### src/rtl/bitwise_accum_unit.sv
// bitwise_accum_unit
//   One-stage registered bitwise operation unit with valid/ready handshakes
//   on both sides. Each accepted beat computes AND / OR / XOR / bit-clear of
//   an operand X with in_b. X is in_a, or the internal accumulator when
//   continuing an accumulate chain. The result is registered together with
//   its OR/AND/XOR reductions and the accumulate-chain beat count.
//
// Ports
//   clk, rst_n            clock, asynchronous active-low reset
//   in_valid / in_ready   input handshake (in_ready = !out_valid || out_ready)
//   in_a, in_b            operands (in_a ignored when continuing a chain)
//   in_op                 00 AND, 01 OR, 10 XOR, 11 bit-clear (X & ~B)
//   in_acc, in_clr        accumulate mode; in_clr seeds a new chain from in_a
//   out_valid / out_ready output handshake
//   out_result            registered result
//   out_red_or/and/xor    reductions of out_result
//   out_count             beats in current accumulate chain (saturating)
module bitwise_accum_unit #(
    parameter int WIDTH   = 8,
    parameter int COUNT_W = 4
) (
    input  logic               clk,
    input  logic               rst_n,
    input  logic               in_valid,
    output logic               in_ready,
    input  logic [WIDTH-1:0]   in_a,
    input  logic [WIDTH-1:0]   in_b,
    input  logic [1:0]         in_op,
    input  logic               in_acc,
    input  logic               in_clr,
    output logic               out_valid,
    input  logic               out_ready,
    output logic [WIDTH-1:0]   out_result,
    output logic               out_red_or,
    output logic               out_red_and,
    output logic               out_red_xor,
    output logic [COUNT_W-1:0] out_count
);

    logic [WIDTH-1:0]   acc_q;
    logic [WIDTH-1:0]   op_x;
    logic [WIDTH-1:0]   next_result;
    logic [COUNT_W-1:0] count_q;
    logic [COUNT_W-1:0] next_count;
    logic               accept;

    assign in_ready = !out_valid || out_ready;
    assign accept   = in_valid && in_ready;

    always_comb begin
        op_x = (in_acc && !in_clr) ? acc_q : in_a;

        case (in_op)
            2'b00:   next_result = op_x & in_b;
            2'b01:   next_result = op_x | in_b;
            2'b10:   next_result = op_x ^ in_b;
            default: next_result = op_x & ~in_b;
        endcase

        next_count = count_q;
        if (in_acc) begin
            if (in_clr)
                next_count = COUNT_W'(1);
            else if (!(&count_q))
                next_count = count_q + 1'b1;
        end
    end

    // The chain counter is only ever shown as "value after the accepted
    // beat", and non-accumulate beats leave it unchanged, so one register
    // serves both as the chain state and as out_count.
    always_ff @(posedge clk or negedge rst_n) begin
        if (!rst_n) begin
            out_valid   <= 1'b0;
            out_result  <= '0;
            out_red_or  <= 1'b0;
            out_red_and <= 1'b0;
            out_red_xor <= 1'b0;
            count_q     <= '0;
            acc_q       <= '0;
        end else begin
            if (accept) begin
                out_valid   <= 1'b1;
                out_result  <= next_result;
                out_red_or  <= |next_result;
                out_red_and <= &next_result;
                out_red_xor <= ^next_result;
                count_q     <= next_count;
                if (in_acc)
                    acc_q <= next_result;
            end else if (out_ready) begin
                out_valid <= 1'b0;
            end
        end
    end

    assign out_count = count_q;

endmodule

### config.mk
export PLATFORM = sky130hd
export DESIGN_NAME = bitwise_accum_unit
export DESIGN_NICKNAME = d
export VERILOG_FILES = /design/src/rtl/bitwise_accum_unit.sv
export SDC_FILE = /design/constraint.sdc
export NUM_CORES = 1
export LEC_CHECK = 0
export CAP_MARGIN = 20
export CORE_ASPECT_RATIO = 1.5
export CORE_MARGIN = 1.5
export CORE_UTILIZATION = 40
export CTS_BUF_LIST = sky130_fd_sc_hd__clkbuf_8
export CTS_CLUSTER_DIAMETER = 40
export DETAILED_ROUTE_END_ITERATION = 7
export PLACE_DENSITY = 0.76
export SYNTH_ARGS = -nofsm -noshare
export SYNTH_HDL_FRONTEND = slang
export SYNTH_SLANG_ARGS = --single-unit
### constraint.sdc
create_clock -name clk -period 5.9 [get_ports clk]
set_input_delay 1.18 -clock clk [delete_from_list [all_inputs] [get_ports clk]]
set_output_delay 1.18 -clock clk [all_outputs]
set_load 0.01 [all_outputs]
==> results list <==
- The flow ran to the end, and the final reports show no timing, DRC or antenna violations.
- Mapped cell area: 1650 um2
- Across the run, the number of max-cap violations was 0.
- Switching power: between 150 and 200 uW
* Type of origin of the critical path: primary input
- H-Tree Level Count: 1
- Share of final-layout standard cells stronger than drive strength 1: 0.0313
- Total met3 wirelength after detailed routing: approximately 130 um
- DRC violation count after routing: 0
- Global routing usage summed across all routing layers: 0.171
- The share of total power dissipated in sequential elements is 0.387.
* Number of nets in the layout: ~270
- Worst clock skew: 0.00440 ns
- Initial antenna violation count: 0
* Final weighted congestion in routability-driven placement: 0.832
* Die outline width: about 55 um
- The completed layout was analyzed and its total power is 561 uW.
- Die area: 4530 um2
* Cells along the critical path: clkdlybuf4s50_1 > nor2b_1 > mux2i_1 > ha_1 > and2_1 > o21ai_0 > o31a_1 > inv_1 > ha_1 > xnor2_1 > xnor2_1 > o21ai_0
* Post-CTS Setup Bufs: 0
- Of the synthesized area, sequential elements account for 0.363.
- The area growth from synthesis to layout is 31.8%.
- For this design the static power due to leakage is 1.03 nW.
- Measured against its own limit, the worst slew margin works out to 0.376.
- Clk root buf: clkbuf_8
- Setup Total Neg Slack: 0 ns
* Average wire per cell in the routed design: 13.4 um
- R2r worst-path depth: 10
* Count of nets left with antenna violations after detail routing: 0
- The first TritonRoute pass finished after 4 iterations.
- Clock tree from TritonCTS: yes
* Number of buffers added by the clock tree synthesis step: 3
- Power share of the combinational group: 0.345
- Worst reg2reg endpoint: out_red_xor
* Worst EP arrival: 4.38 ns
* Hold buffers post-CTS: 0
- Count of final setup violators: 0
* DRT met1 WL: approximately 1600 um
- Fraction of synthesized area in multiplexers: 0.0484
- The critical path starts at in_clr.
- Area share of and/or/nand/nor cells after synthesis: 0.161
- The highest layer touched by signal routing is met4.
- For this run, the slowest stage of the critical path takes around 0.76 ns.
* Slowest stage cell on the critical path: nor2b_1
- Crit path time final: between 4 and 5 ns
- Of the total power, the clock network draws 0.269.
* Worst path required time: around 6 ns
* Clock-pin slew reported for the worst setup and hold paths after clock tree synthesis: 0.09 ns
- Internal power comes to 389 uW.
* Number of distinct library cell variants in the gate-level netlist after synthesis: 26
- The die is roughly 80 um tall.
* Total count of max-transition violations in the final report: 0
* Total of fill cells in the finished design: roughly 360
- Dividing total power by cell area gives a power density of roughly 260 nW/um2.
- Starting density of the core: 0.418
- Std-Cell Rows: 28
* Transition time at the pin with the least slew margin: 0.934 ns
- Detailed route wirelength on metal2: between 1500 and 2000 um
- The most critical setup path has its endpoint at out_red_xor.
- Vias in the first global route: 1343
- Quantity of I/O buffers inserted on ports: 40
- Maximum fanout count along the critical path: 8
- The routed layout has about 1400 vias.
* Max rail drop VDD: 0.000179 V
- Post-synth net total: 229
* Total count of hold-check failures in the final report: 0
- Share of the cycle needed by the critical path after routing: 0.719
- Of the total synthesized cell area, the portion taken by full adders, half adders and majority gates is 0.144.
* Iter 0 DRT Violations: 33
- Dominant combinational cell family by area after synthesis: compound AO/OA/AOI/OAI gates
- Global routing finished with a remaining overflow of 0.
- The first global-routing pass estimated 6190 um of wire.
- The cell count after synthesis came out at 186.
* CTS sink count: 24
- Count of antenna diodes in the layout: 0
- The fraction of the mapped netlist area in compound gates came to 0.161.
- A synthesized cell averages about 9 um2.
* Non-filler instance count after layout: 269
- Dpl cells: approximately 270
* Worst setup slack for register-to-register paths: 3.55 ns
- Total half-perimeter wirelength after legalization and detailed placement: 2740 um
- Path class of the lowest-slack min-delay path: register to register
- Static timing analysis puts the maximum clock frequency at 236 MHz.
- The worst setup path is captured at a register.
- Wirelength, routed: 3610 um
- Post-Synth XOR/XNOR Area: 0.0583
* Total core area: 3960 um2
* Clk buf depth: 2
* Number of vias per cell after detailed routing: ~5.1
- Yosys warning total: 0
- Insertion delay of the later-clocked pin in the worst-skew pair: between 0.2 and 0.3 ns
* Number of instances resized during post-cts repair: 0
- Setup repair after global routing left no endpoint under its margin.
- Maximum number of pins on one net before global-route repair: 21
- Pin placement for this block handled 41 I/O pins.
* Origin of the critical flop-to-flop path: acc_q[5]
* Worst setup path class: primary input to register
- Of the total power, the share spent switching nets is 0.307.
* Number of register bits inferred by synthesis: 24
synth_stat cells, drive strengths merged:
cell | count | area [um2]
o21ai | 29 | 145
dfrtp | 24 | 601
nand2 | 21 | 78.8
inv | 20 | 75.1
ha | 19 | 238
and2 | 9 | 56.3
nor2b | 9 | 56.3
mux2i | 8 | 80.1
o31a | 8 | 70.1
xor2 | 8 | 70.1
clkbuf | 6 | 22.5
nor2 | 4 | 15.0
a21oi | 3 | 15.0
nand3 | 3 | 15.0
xnor2 | 3 | 26.3
and3 | 2 | 12.5
nand2b | 2 | 12.5
a31oi | 1 | 6.26
a41oi | 1 | 16.3
buf | 1 | 7.51
nand4 | 1 | 6.26
nor3b | 1 | 7.51
o21a | 1 | 7.51
o22ai | 1 | 6.26
or2 | 1 | 6.26
state kept, by name (all words and copies together), names as in the netlist:
signal       count
acc_q            8
out_count        4
out_red_and      1
out_red_or       1
out_red_xor      1
out_result       8
out_valid        1
final cells by class:
cell class,count,area [um2],area share
Clock buffer,3,41.3,0.0190
Multi-Input combinational cell,135,947,0.435
Tap cell,45,56.3,0.0258
Clock inverter,1,30.0,0.0138
Timing Repair Buffer,41,428,0.196
Inverter,20,75.1,0.0345
Sequential cell,24,601,0.276
stage by stage:
step	setup WS (ns)	area, um2	hold WS, ns	utilization
floorplan	2.67	1650	0.455	-
global placement	1.47	2080	0.465	0.525
detailed placement	1.42	2110	0.473	0.532
CTS	1.64	2180	0.494	0.550
global route	1.45	2180	0.535	0.550
finish	1.66	2180	0.491	0.550
placed cells by master (no fill, tap or decap), drive strengths merged, types with 2 or more instances in the layout:
| cell type | synthesis | routed |
|---|---|---|
| ha | 19 | 19 |
| clkdlybuf4s50 | 0 | 40 |
| nand2b | 2 | 2 |
| and2 | 9 | 9 |
| xnor2 | 3 | 3 |
| o21ai | 29 | 29 |
| dfrtp | 24 | 24 |
| a21oi | 3 | 3 |
| nand2 | 21 | 21 |
| inv | 20 | 20 |
| xor2 | 8 | 8 |
| o31a | 8 | 8 |
| and3 | 2 | 2 |
| nor2b | 9 | 9 |
| clkbuf | 6 | 3 |
| nand3 | 3 | 3 |
| nor2 | 4 | 4 |
| mux2i | 8 | 8 |
how the worst min path moves through the flow:
stage / start / slack, ns / to / depth (start not counted)
finish: out_red_and / 0.49 / out_red_and / 2
global route: acc_q[4] / 0.53 / acc_q[4] / 2
CTS: out_red_and / 0.49 / out_red_and / 2
detailed placement: out_red_and / 0.47 / out_red_and / 2
global placement: out_red_and / 0.47 / out_red_and / 2
floorplan: acc_q[0] / 0.46 / acc_q[0] / 2
worst max-delay path: cells and delay by family:
kind / cells / cell delay [ns]
adders and majority gates: 2 / 0.58
muxes: 1 / 0.34
xor gates and xnor gates: 2 / 0.34
AOI/OAI and AO/OA: 3 / 0.50
buffers and inverters: 2 / 0.56
and+or+nand+nor: 2 / 0.89
routing by layer:
metal,up-vias,track usage
li1,700,-
met2,37,0.324
met3,4,0.0189
met4,0,0.0366
met5,-,0
met1,635,0.207
power by group through the flow:
stage	clock network [mW]	registers (mW)	logic, mW
final	0.151	0.217	0.193
after floorplan	0	0.227	0.0967
after CTS	0.150	0.217	0.196
after global routing	0.159	0.222	0.218
after global placement	0	0.220	0.187
after detailed placement	0	0.220	0.194
kinds of logic (layout without fill, tap and decap cells):
group | after synthesis | in the layout
simple gates | 53 | 53
compound gates | 44 | 44
buf+inv | 27 | 65
fa+ha+maj | 19 | 19
flops | 24 | 24
xor+xnor | 11 | 11
mux | 8 | 8
Power figures use the tool's default switching activity.
==> edit 1 (config.mk and constraints unchanged) <==
The parameter `WIDTH` goes from 8 to 6.
--- a/src/rtl/bitwise_accum_unit.sv
+++ b/src/rtl/bitwise_accum_unit.sv
@@ -16,7 +16,7 @@
 //   out_red_or/and/xor    reductions of out_result
 //   out_count             beats in current accumulate chain (saturating)
 module bitwise_accum_unit #(
-    parameter int WIDTH   = 8,
+    parameter int WIDTH   = 6,
     parameter int COUNT_W = 4
 ) (
     input  logic               clk,
Interface: changed (resized in_a, in_b and out_result); port bits go from 41 to 35. The function was not compared with the original's and may differ.
==> edit 1 against the unedited design <==
  * Design area shrank 16%
  * Non-clock buffer count fell by 7
  * Clock power fell by 42%
  * Utilization shrank 1.1 points
  * Wire length decreased by 13%
  * Setup slack improved by 0.68 ns
  * Count of clock-buffer cells in the layout did not move
  * Register-to-register slack improved by 0.28 ns
  * Largest cell class unchanged
  * Worst hold slack got worse by 0.014 ns
  * Critical path type unchanged
  * Sequential cell count shrank 4
  * Critical path depth fell by 1
  * Power down 17%
  * Area after synthesis fell by 13%
==> edit 1: results <==
set metrics [dict create \
    hold_depth 1 \
    grt_usage_pct 17.72 \
    met3_length_um 130 \
    cts_resized 0 \
    synth_common_cells "inv_1, dfrtp_1, ha_1" \
    cp_max_fo 7 \
    fin_worst_skew_ns 0.003464 \
    avgSynthCellArea_um2 10.58 \
    reg2reg_depth 9 \
    slew_headroom_pct 39.28 \
    clkSlewWorstSetupHoldPaths_ns 0.07 \
    htree_levels 1 \
    place_ws_ns 2.061 \
    busiest_layer "met2" \
    place_area_um2 1799 \
    ys_top_cells_by_area "dfrtp_1, ha_1, mux2_2" \
    routabilityCongestion 0.6850 \
    hp-start "out_red_or$_DFFE_PN0P_" \
    r2r_slack_ns 3.83 \
    seq_area_frac_synth_pct 34.78 \
    use_met3_pct 2.353 \
    avgRoutedWirePerCell_um 14.95 \
    hold_path_end "out_red_or$_DFFE_PN0P_" \
    grt_pass1_vias 1159 \
    grt_first_pass_wirelength_um 5409 \
    dpl.hpwl_um 2535 \
    layout-drive-gt1-share_pct 19.05 \
    io_buffers 34 \
    ys_types 31 \
    ir_drop_mv 0.1868 \
    cpPeakStageDelay_ns 0.64 \
    clk_latency_ns 0.26 \
    cp_slowest_cell "clkdlybuf4s50_1" \
    vias_per_cell 5.138 \
    r2r_start "acc_q[3]$_DFFE_PN0P_" \
    place_inst 207 \
    whs_ns 0.4768 \
    cts_buffers 3 \
    met2_usage_pct 30.00 \
    wl_met1_um 1283 \
    fin_nets 206 \
    status "completed" \
    vias 1079 \
    wl_met2_um 1636 \
    crit_arrival_ns 3.68 \
    met1_usage_pct 21.41 \
    drt_iter0_drc 20 \
    synthesis.nets 172 \
    p_switching_mw 0.1500 \
    p_leak_nw 0.8428 \
]
edit 1: worst max-delay path by stage:
stage	depth (start not counted)	slack, ns	to	start
global route	11	2.14	out_red_xor$_DFFE_PN0P_	in_clr
CTS	11	2.33	out_red_xor$_DFFE_PN0P_	in_clr
global placement	11	2.16	out_red_xor$_DFFE_PN0P_	in_clr
detailed placement	11	2.06	out_red_xor$_DFFE_PN0P_	in_clr
finish	11	2.34	out_red_xor$_DFFE_PN0P_	in_clr
floorplan	10	2.94	out_red_xor$_DFFE_PN0P_	in_acc
edit 1: cells by family (layout without fill, tap and decap cells):
kind of cell    count (synthesis)  after routing  share of synthesized area (%)
buf+inv                        27             59                          7.999
compound gates                 24             24                          13.83
simple gates                   23             23                          9.480
flops                          20             20                          34.78
mux                            18             18                          15.13
fa+ha+maj                      16             16                          13.91
xor+xnor                        8              8                          4.870
edit 1: area by class of cell:
type | count | area [um2]
Sequential cell | 20 | 500.5
Clock buffer | 3 | 41.29
Tap cell | 42 | 52.55
Timing Repair Buffer | 34 | 340.3
Fill cell | 318 | 1575
Multi-Input combinational cell | 89 | 823.3
Inverter | 22 | 82.58
edit 1: worst max-delay path: cells and delay by family:
| kind | cells | cell delay, ns |
|---|---|---|
| simple gates | 1 | 0.25 |
| buf+inv | 2 | 0.72 |
| mux | 1 | 0.26 |
| compound gates | 3 | 0.48 |
| fa+ha+maj | 2 | 0.50 |
| xor+xnor | 2 | 0.31 |
edit 1: power by group through the flow:
stage	registers [mW]	clock network, mW	logic, mW
2_1_floorplan	0.200	0	0.0952
3_3_place_gp	0.194	0	0.177
3_5_place_dp	0.197	0	0.185
4_1_cts	0.194	0.0892	0.186
5_1_grt	0.198	0.0971	0.203
6_report	0.194	0.0874	0.184
==> edit 2 (config.mk and constraints unchanged) <==
Without the edit above. Make the reset (`rst_n`) synchronous in one clocked block. Comments in the files are not updated.
--- a/src/rtl/bitwise_accum_unit.sv
+++ b/src/rtl/bitwise_accum_unit.sv
@@ -69,7 +69,7 @@
     // The chain counter is only ever shown as "value after the accepted
     // beat", and non-accumulate beats leave it unchanged, so one register
     // serves both as the chain state and as out_count.
-    always_ff @(posedge clk or negedge rst_n) begin
+    always_ff @(posedge clk) begin
         if (!rst_n) begin
             out_valid   <= 1'b0;
             out_result  <= '0;
Function: differs if rst_n is asserted again (counterexample within 4 cycles, from zero or initial values and one cycle with rst_n low); with rst_n held inactive, the same outputs for 10 cycles.
==> edit 2 against the unedited design <==
  * Cell count shrank 2.6%
  * Combinational power shrank 35%
  * Design area shrank 6.1%
  * Die area shrank 4.3%
  * Area after synthesis shrank 4.5%
  * Power shrank 26%
  * Worst hold slack gained 0.0074 ns
  * Sequential power shrank 17%
  * Wire length shrank 4.3%
  * Non-clock buffer count shrank 1
  * Sequential cell count is the same
  * Setup slack gained 0.27 ns
  * Clock skew is essentially flat
  * Critical endpoint is now out_red_xor$_SDFFE_PN0P_
==> edit 2: results <==
set metrics [dict create \
    status "completed" \
    met1_usage_pct 20.71 \
    routabilityCongestion 0.8066 \
    fin_crit_sh_pct 67.39 \
    fin_util_pct 55.05 \
    grt_max_degree 22 \
    rr_endpoint "out_red_xor$_SDFFE_PN0P_" \
    use_met3_pct 0.5618 \
    ys.flop_type "dfxtp_1" \
    synth-async-reset-ratio_pct 0 \
    grt_pass1_vias 1339 \
    fin_nets 263 \
    vias_per_cell 5.233 \
    met2_usage_pct 29.88 \
    r2r_start "acc_q[4]$_SDFFE_PN0P_" \
    ys_top_cells_by_area "dfxtp_1, ha_1, o21ai_0" \
    layout-drive-gt1-share_pct 3.653 \
    p_leak_nw 0.9316 \
    fin_worst_skew_ns 0.004345 \
    place_ws_ns 1.608 \
    ir_drop_mv 0.1710 \
    synthesis.nets 226 \
    grt_usage_pct 16.78 \
    pwr-share-comb_pct 30.3 \
    met3_length_um 94 \
    cp_top_family "buffers and inverters" \
    cpPeakStageDelay_ns 0.57 \
    wirelength_um 3456 \
    p_seq_mw 0.180 \
    grt_first_pass_wirelength_um 5651 \
    endpoint "out_red_xor$_SDFFE_PN0P_" \
    avgRoutedWirePerCell_um 13.19 \
    synth_common_cells "o21ai_0, dfxtp_1, inv_1" \
    avgSynthCellArea_um2 8.628 \
]
[edit 2: changes by cell type in the layout (fill, tap and decap cells not counted), sizes merged, moves of 2 or more]
cell    before  now
a211oi       0    3
dfxtp        0   24
nand3        3    1
nor2         4    2
dfrtp       24    0
nand2       21    2
a21oi        3   19
o21ai       29   26
[edit 2: worst min path at each step]
stage,start,endpoint,slack (ns),cells past startpoint
3_3_place_gp,out_count[1]$_SDFFE_PN0P_,out_count[1]$_SDFFE_PN0P_,0.48,2
5_1_grt,out_count[1]$_SDFFE_PN0P_,out_count[1]$_SDFFE_PN0P_,0.54,2
2_1_floorplan,acc_q[5]$_SDFFE_PN0P_,acc_q[5]$_SDFFE_PN0P_,0.50,2
3_5_place_dp,out_count[1]$_SDFFE_PN0P_,out_count[1]$_SDFFE_PN0P_,0.49,2
4_1_cts,out_count[1]$_SDFFE_PN0P_,out_count[1]$_SDFFE_PN0P_,0.50,2
6_report,out_count[1]$_SDFFE_PN0P_,out_count[1]$_SDFFE_PN0P_,0.50,2
[edit 2: cell type report]
cell class | count | area share (%)
clock buffers | 4 | 2.691
inverters | 21 | 3.853
multi-input cells | 130 | 47.77
flip-flops and latches | 24 | 23.49
well taps | 43 | 2.630
repair buffers | 40 | 19.57
[edit 2: kinds of logic after synthesis]
kind of cell | Yosys count | share of synthesized area, %
compound gates | 59 | 22.27
simple gates | 32 | 12.76
buf+inv | 29 | 7.686
flops | 24 | 30.43
fa+ha+maj | 19 | 15.06
xor+xnor | 11 | 6.102
mux | 9 | 5.705
[edit 2: worst register-to-register path: stages, from the launching register on]
cell	delay (ns)
dfxtp_1	0.33
mux2i_1	0.18
ha_1	0.26
and2_1	0.13
o21ai_0	0.15
o31a_1	0.26
inv_1	0.08
ha_1	0.29
xnor2_1	0.14
xnor2_1	0.12
a211oi_1	0.22
